[src/rtl/timer_irq_ctrl.sv]
// Latches timer pulses into pending bits, masks them and presents one
// fixed-priority interrupt to the CPU through an irq/ack/eoi handshake.
module timer_irq_ctrl #(
    parameter int unsigned     NSRC     = 4,
    parameter int unsigned     IDW      = $clog2(NSRC),
    parameter logic [NSRC-1:0] MASK_RST = {NSRC{1'b1}}
) (
    input  logic            clk,
    input  logic            reset,
    input  logic [NSRC-1:0] pulse,
    input  logic            mask_we,
    input  logic [NSRC-1:0] mask_in,
    input  logic            ack,
    input  logic            eoi,
    output logic            irq,
    output logic [IDW-1:0]  irq_id,
    output logic [NSRC-1:0] mask,
    output logic [NSRC-1:0] pending,
    output logic [NSRC-1:0] overrun
);

    typedef enum logic [1:0] {
        ST_IDLE    = 2'd0,
        ST_REQ     = 2'd1,
        ST_SERVICE = 2'd2
    } state_t;

    state_t          r_state;
    logic            w_req_ack;
    logic            w_drop;
    logic            w_any;
    logic [NSRC-1:0] w_clr;
    logic [NSRC-1:0] w_mask_eff;
    logic [NSRC-1:0] w_cand;
    logic [IDW-1:0]  w_win;

    // A mask write is already in force at the edge that samples it.
    assign w_req_ack  = (r_state == ST_REQ) && ack;
    assign w_clr      = w_req_ack ? (NSRC'(1) << irq_id) : '0;
    assign w_mask_eff = mask_we ? mask_in : mask;
    assign w_cand     = pending & w_mask_eff;
    assign w_any      = |w_cand;
    assign w_drop     = mask_we && !mask_in[irq_id];

    // Lowest index wins.
    always_comb begin
        w_win = '0;
        for (int i = int'(NSRC) - 1; i >= 0; i--) begin
            if (w_cand[i]) begin
                w_win = IDW'(i);
            end
        end
    end

    always_ff @(posedge clk or negedge reset) begin
        if (!reset) begin
            r_state <= ST_IDLE;
            irq     <= 1'b0;
            irq_id  <= '0;
            mask    <= MASK_RST;
            pending <= '0;
            overrun <= '0;
        end else begin
            // A new pulse beats the ack clear of the same source.
            pending <= (pending & ~w_clr) | pulse;
            overrun <= (overrun & ~w_clr) | (pulse & pending & ~w_clr);
            if (mask_we) begin
                mask <= mask_in;
            end
            case (r_state)
                ST_IDLE: begin
                    if (w_any) begin
                        r_state <= ST_REQ;
                        irq     <= 1'b1;
                        irq_id  <= w_win;
                    end
                end
                ST_REQ: begin
                    if (ack) begin
                        r_state <= ST_SERVICE;
                        irq     <= 1'b0;
                    end else if (w_drop) begin
                        r_state <= ST_IDLE;
                        irq     <= 1'b0;
                    end
                end
                ST_SERVICE: begin
                    if (eoi) begin
                        r_state <= ST_IDLE;
                    end
                end
                default: begin
                    r_state <= ST_IDLE;
                    irq     <= 1'b0;
                end
            endcase
        end
    end

endmodule
[config.mk]
export PLATFORM = sky130hd
export DESIGN_NAME = timer_irq_ctrl
export DESIGN_NICKNAME = d
export VERILOG_FILES = /design/src/rtl/timer_irq_ctrl.sv
export SDC_FILE = /design/constraint.sdc
export NUM_CORES = 1
export LEC_CHECK = 0
export CORE_ASPECT_RATIO = 1.25
export CORE_MARGIN = 2
export CORE_UTILIZATION = 35
export CTS_CLUSTER_DIAMETER = 40
export DETAILED_ROUTE_END_ITERATION = 6
export PLACE_DENSITY = 0.65
export SLEW_MARGIN = 20
export SYNTH_ARGS = -nofsm -noshare
export SYNTH_HDL_FRONTEND = slang
export SYNTH_SLANG_ARGS = --single-unit
[constraint.sdc]
create_clock -name clk -period 1.5 [get_ports clk]
set_input_delay 0.15 -clock clk [delete_from_list [all_inputs] [get_ports clk]]
set_output_delay 0.15 -clock clk [all_outputs]
set_load 0.02 [all_outputs]
; Word level (Yosys, flattened, before mapping)
; Cells that the tools add are included.
; W data, S select, Z words.
[totals]
wordCells = 47
output_inout_bits = 15
input_bits = 13
reg_bits = 17
[classes]
eq_ne = 5
n_reduce_logical = 8
magnitude_cmp = 1
shift = 1
mux = 17
bitwise_logic = 9
[ops]
columns = op, count
row1 = $and A4 B4 Y4, 5
row2 = $mux W2, 8
row3 = $mux W4, 2
row4 = $or A4 B4 Y4, 2
row5 = $pmux W2 S3, 1
row6 = $reduce_and A3 Y1, 2
row7 = $mux W1, 4
row8 = $ne A2 B2 Y1 const B, 2
row9 = $not A4 Y4, 1
row10 = $reduce_or A4 Y1, 1
row11 = $shl A1 B2 Y4 const A, 1
row12 = $lt A2 B3 Y1 const B, 1
row13 = $ne A3 B3 Y1 const B, 1
row14 = $pmux W1 S3, 1
row15 = $bmux W1 S2, 1
row16 = $eq A2 B1 Y1 const B, 1
row17 = $eq A2 B2 Y1 const B, 1
row18 = $logic_and A1 B1 Y1, 2
row19 = $logic_not A2 Y1, 1
row20 = $reduce_and A2 Y1, 1
row21 = $logic_not A1 Y1, 1
row22 = $not A1 Y1, 1

; Logic depth before layout (Yosys ltp)
[depth]
word_depth = 7
mapped_depth = 5
depth_no_buf = 4

; Worst setup path after synthesis
; OpenSTA, ideal clock, no wires.
[synth_timing]
path_type = reg2reg
from = register irq_id[1]
to = register irq
synth_period_minus_slack_ns = 1.561
setup_ns = 0.118
path_buffers = 1
slack_ns = -0.061
t_arrival_ns = 1.443
path_stages_with_launch = 6
required_time_ns = 1.382
cell_sequence = dfrtp_1 > buf_6 > mux4_2 > nor2b_2 > o31ai_1 > a21o_1
[synth_via]
elab_chain_cells = 6
[synth_lines]
columns = item, line_no
row1 = from (decl), 16  ; output logic [IDW-1:0] irq_id,
row2 = from (signal assigned), 75  ; irq_id <= w_win;
row3 = $bmux W1 S2, 43  ; assign w_drop = mask_we && !mask_in[irq_id];
row4 = $mux W1 (implied by the code), 43
row5 = $logic_not A1 Y1, 43
row6 = $logic_and A1 B1 Y1, 43
row7 = $ne A3 B3 Y1 (no line), -
row8 = $reduce_and A3 Y1 (no line), -
row9 = to (signal assigned), 58  ; irq <= 1'b0;
row10 = to (signal assigned), 74  ; irq <= 1'b1;
row11 = to (signal assigned), 81  ; irq <= 1'b0;
row12 = to (decl), 15  ; output logic irq,
; Every way passes these cells. The select of a mux whose other input is x is not followed.
; A chain may end at the register's enable or synchronous reset.

; Worst setup path after layout
[layout_timing]
from = register overrun[2]
to = output port overrun[2]
[layout_lines]
columns = item, line_no
row1 = from (decl), 19  ; output logic [NSRC-1:0] overrun
row2 = from (signal assigned), 66  ; overrun <= (overrun & ~w_clr) | (pulse & pending & ~w_clr);
; No word-level cell between the ends.

==> run metrics <==
status completed; core box area between 2000 and 2500 sq um; DR WL/cell 12.2 um; RSZ-0062 raised after global routing false; final net count 115; initial core utilization 36.0%; critical path class reg2out; Multi-input gate area approximately 320 sq um; Yosys reg bits 17; FMAX just over 0.7 GHz; share of cells above drive strength 1 22.8%; Avg Cell Area, Syn 11.6 sq um; EDFF count, synth 0; post-layout minimum cycle time 1.41 ns; Netlist cell types 25; Mapped Cells 67; GR peak layer met2; power per cell area 1560 nW/um^2; Clock Tree Root clkbuf_4; post-synthesis sequential area ratio 55.3%; drt initial violations 7; routability cong. 0.718; DRC violations left 0; worst hold-check path type in2async; drt via density between 4 and 5; Synth top area share 41.8%; maximum capacitance violations 0; Clock transition at path regs around 0.09 ns; cell taking the most area after synthesis dfrtp_1; First-pass DRT Iterations 4; Peak supply drop between 0.8 and 0.9 mV; combinational share of power between 40% and 50%; largest net degree at the start of global routing 18; clock buffer count from CTS 3; TritonCTS clock tree built; gr usage total 15.0%; Area growth, synth to finish 45.2%; NetSw ~650 uW; n_diodes 0; most common library cells after synthesis dfrtp_1 (13), nand2_1 (8), a21o_1 (6); CP top delay family buffers and inverters; die height 56.7 um; Reg power frac 42.7%; Mapped Nets 80; Post-DRT Antenna Nets 0; vias in the first global route about 660; Die W 46.2 um; CTS Buffer Depth 2; Tcrit/Tclk final 94.3%; antenna violations before repair 0; Top Ports 28; max_slew headroom ~83%; top_reg_cell synth dfrtp_1; setup repair bufs after CTS 0; FP Rows 19; Crit path arrival time 1.26 ns; H-Tree Level Count 1; Clock Latency Late Sink 0.29 ns; Final Max Tran Viols 0; die area 2620 sq um; Slew @ Worst Pin 0.252 ns; CP max-delay cell clkdlybuf4s50_1; number of fill cells 206; Crit. End Element output port; final WL roughly 1.6 mm; buffers and inverters on the worst path 1; worst-path cell chain clkdlybuf4s50_1; final instance area between 1000 and 1500 sq um; top cells by area, synth dfrtp_1 (42%), dfstp_2 (14%), a21o_1 (5.8%), mux2_2 (5.8%), nand2_1 (3.9%); mapped cell area ~800 sq um; worst-path fanout max 2; Reg area ~430 sq um; switching part of the total 37.1%; clk_skew 0.000529 ns; fin util 52.2%; P_int between 1000 and 1500 uW; clock power share a little over an eighth; clk sinks 17; Worst setup SP type flip-flop; met2 usage between 20 and 25%; Finish-stage setup viols 0; Post-Place Cell Area between 1000 and 1500 sq um; synth warn 0; Crit path largest cell delay 0.61 ns; Leak around 0.00046 uW; Synth async-reset ratio 100%; met1 Track Usage GR about a fifth; port bufs 27; global-route wire length before repair 2.89 mm; Hold Vio Cnt, Final 0; Crit path required time 1.35 ns; hpwl dp between 1 and 1.5 mm; routing usage on met3 3.86%; top-count cell post-synth dfrtp_1; Vias 639; Overflow after GRT 0; Post-CTS Hold Buffers 0
[flip-flops by register name, indices dropped and copies added (netlist names)]
signal,count
irq,1
irq_id,2
overrun,4
pending,4
mask,4
r_state,2
[layer usage]
metal	wire length (um)	share of wire, %
met5	0	0
met3	63	3.9
met2	844	53
met4	26	1.6
met1	670	42
[repair_timing]
item                       in CTS  in global routing
pin swaps                       0                  0
hold endpoints to repair        0                  0
gates resized for setup         9                  2
setup endpoints to repair       9                  2
[cell families (layout without fill, tap and decap cells)]
family / after synthesis / after routing / share of synthesized area [%]
compound gates: 19 / 19 / 18.5
buf+inv: 5 / 39 / 4.82
flops: 17 / 17 / 55.3
mux: 5 / 5 / 8.68
simple gates: 21 / 21 / 12.7
[power by group through the flow]
stage          sequential (uW)  clock [uW]  combinational (uW)
6_report                   753         236                 774
3_3_place_gp               762           0                 808
5_1_grt                    780         274                 838
3_5_place_dp               766           0                 813
4_1_cts                    755         243                 780
2_1_floorplan              813           0                 456
[stage by stage]
stage	hold slack [ns]	total power, uW	setup TNS (ns)	cells	setup WS, ns
6_report	0.177	1760	0	132	0.0859
4_1_cts	0.183	1780	0	132	0.0384
2_1_floorplan	-0.146	1270	0	67	0.00563
3_3_place_gp	0.468	1570	-0.715	128	-0.211
3_5_place_dp	0.489	1580	-0.808	128	-0.252
5_1_grt	0.177	1890	0	132	0.0394
[final timing paths]
path	slack, ns	endpoint	depth (start not counted)	startpoint
max	0.09	overrun[2]	1	overrun[2]
max in group asynchronous	1.07	mask[1]	2	reset
min reg2reg	0.50	irq	1	irq
min in group clk	0.45	pending[1]	2	pulse[1]
max reg2reg	0.12	irq	4	irq_id[1]
min	0.18	overrun[0]	2	reset
[layout by cell type, fill, tap and decap left out]
cell / synthesis / layout
a21boi_0: 1 / 1
a21o_1: 6 / 6
a21oi_1: 4 / 4
a22oi_2: 0 / 1
a2bb2oi_1: 2 / 2
a311oi_2: 1 / 1
a31oi_1: 1 / 1
a32o_1: 1 / 1
and2_1: 1 / 1
buf_4: 1 / 7
clkbuf_1: 1 / 1
clkbuf_4: 0 / 3
clkdlybuf4s50_1: 0 / 17
dfrtp_1: 13 / 12
dfrtp_2: 0 / 1
dfstp_2: 4 / 4
dlygate4sd2_1: 0 / 9
dlymetal6s2s_1: 0 / 1
inv_1: 1 / 1
mux2_2: 4 / 4
mux4_2: 1 / 1
nand2_1: 8 / 8
nand3_1: 1 / 1
nand3b_1: 2 / 2
nor2_1: 5 / 5
nor2b_2: 1 / 1
nor3_1: 3 / 3
o21bai_1: 1 / 1
o31ai_1: 1 / 1
[layout make-up]
cell class	count	area share (%)
Sequential cell	17	38.2
Multi-Input combinational cell	45	27.9
Timing Repair Buffer	34	27.8
Tap cell	31	3.43
Clock buffer	4	2.33
Inverter	1	0.332
Note: power is estimated with default switching activity, not from simulation.
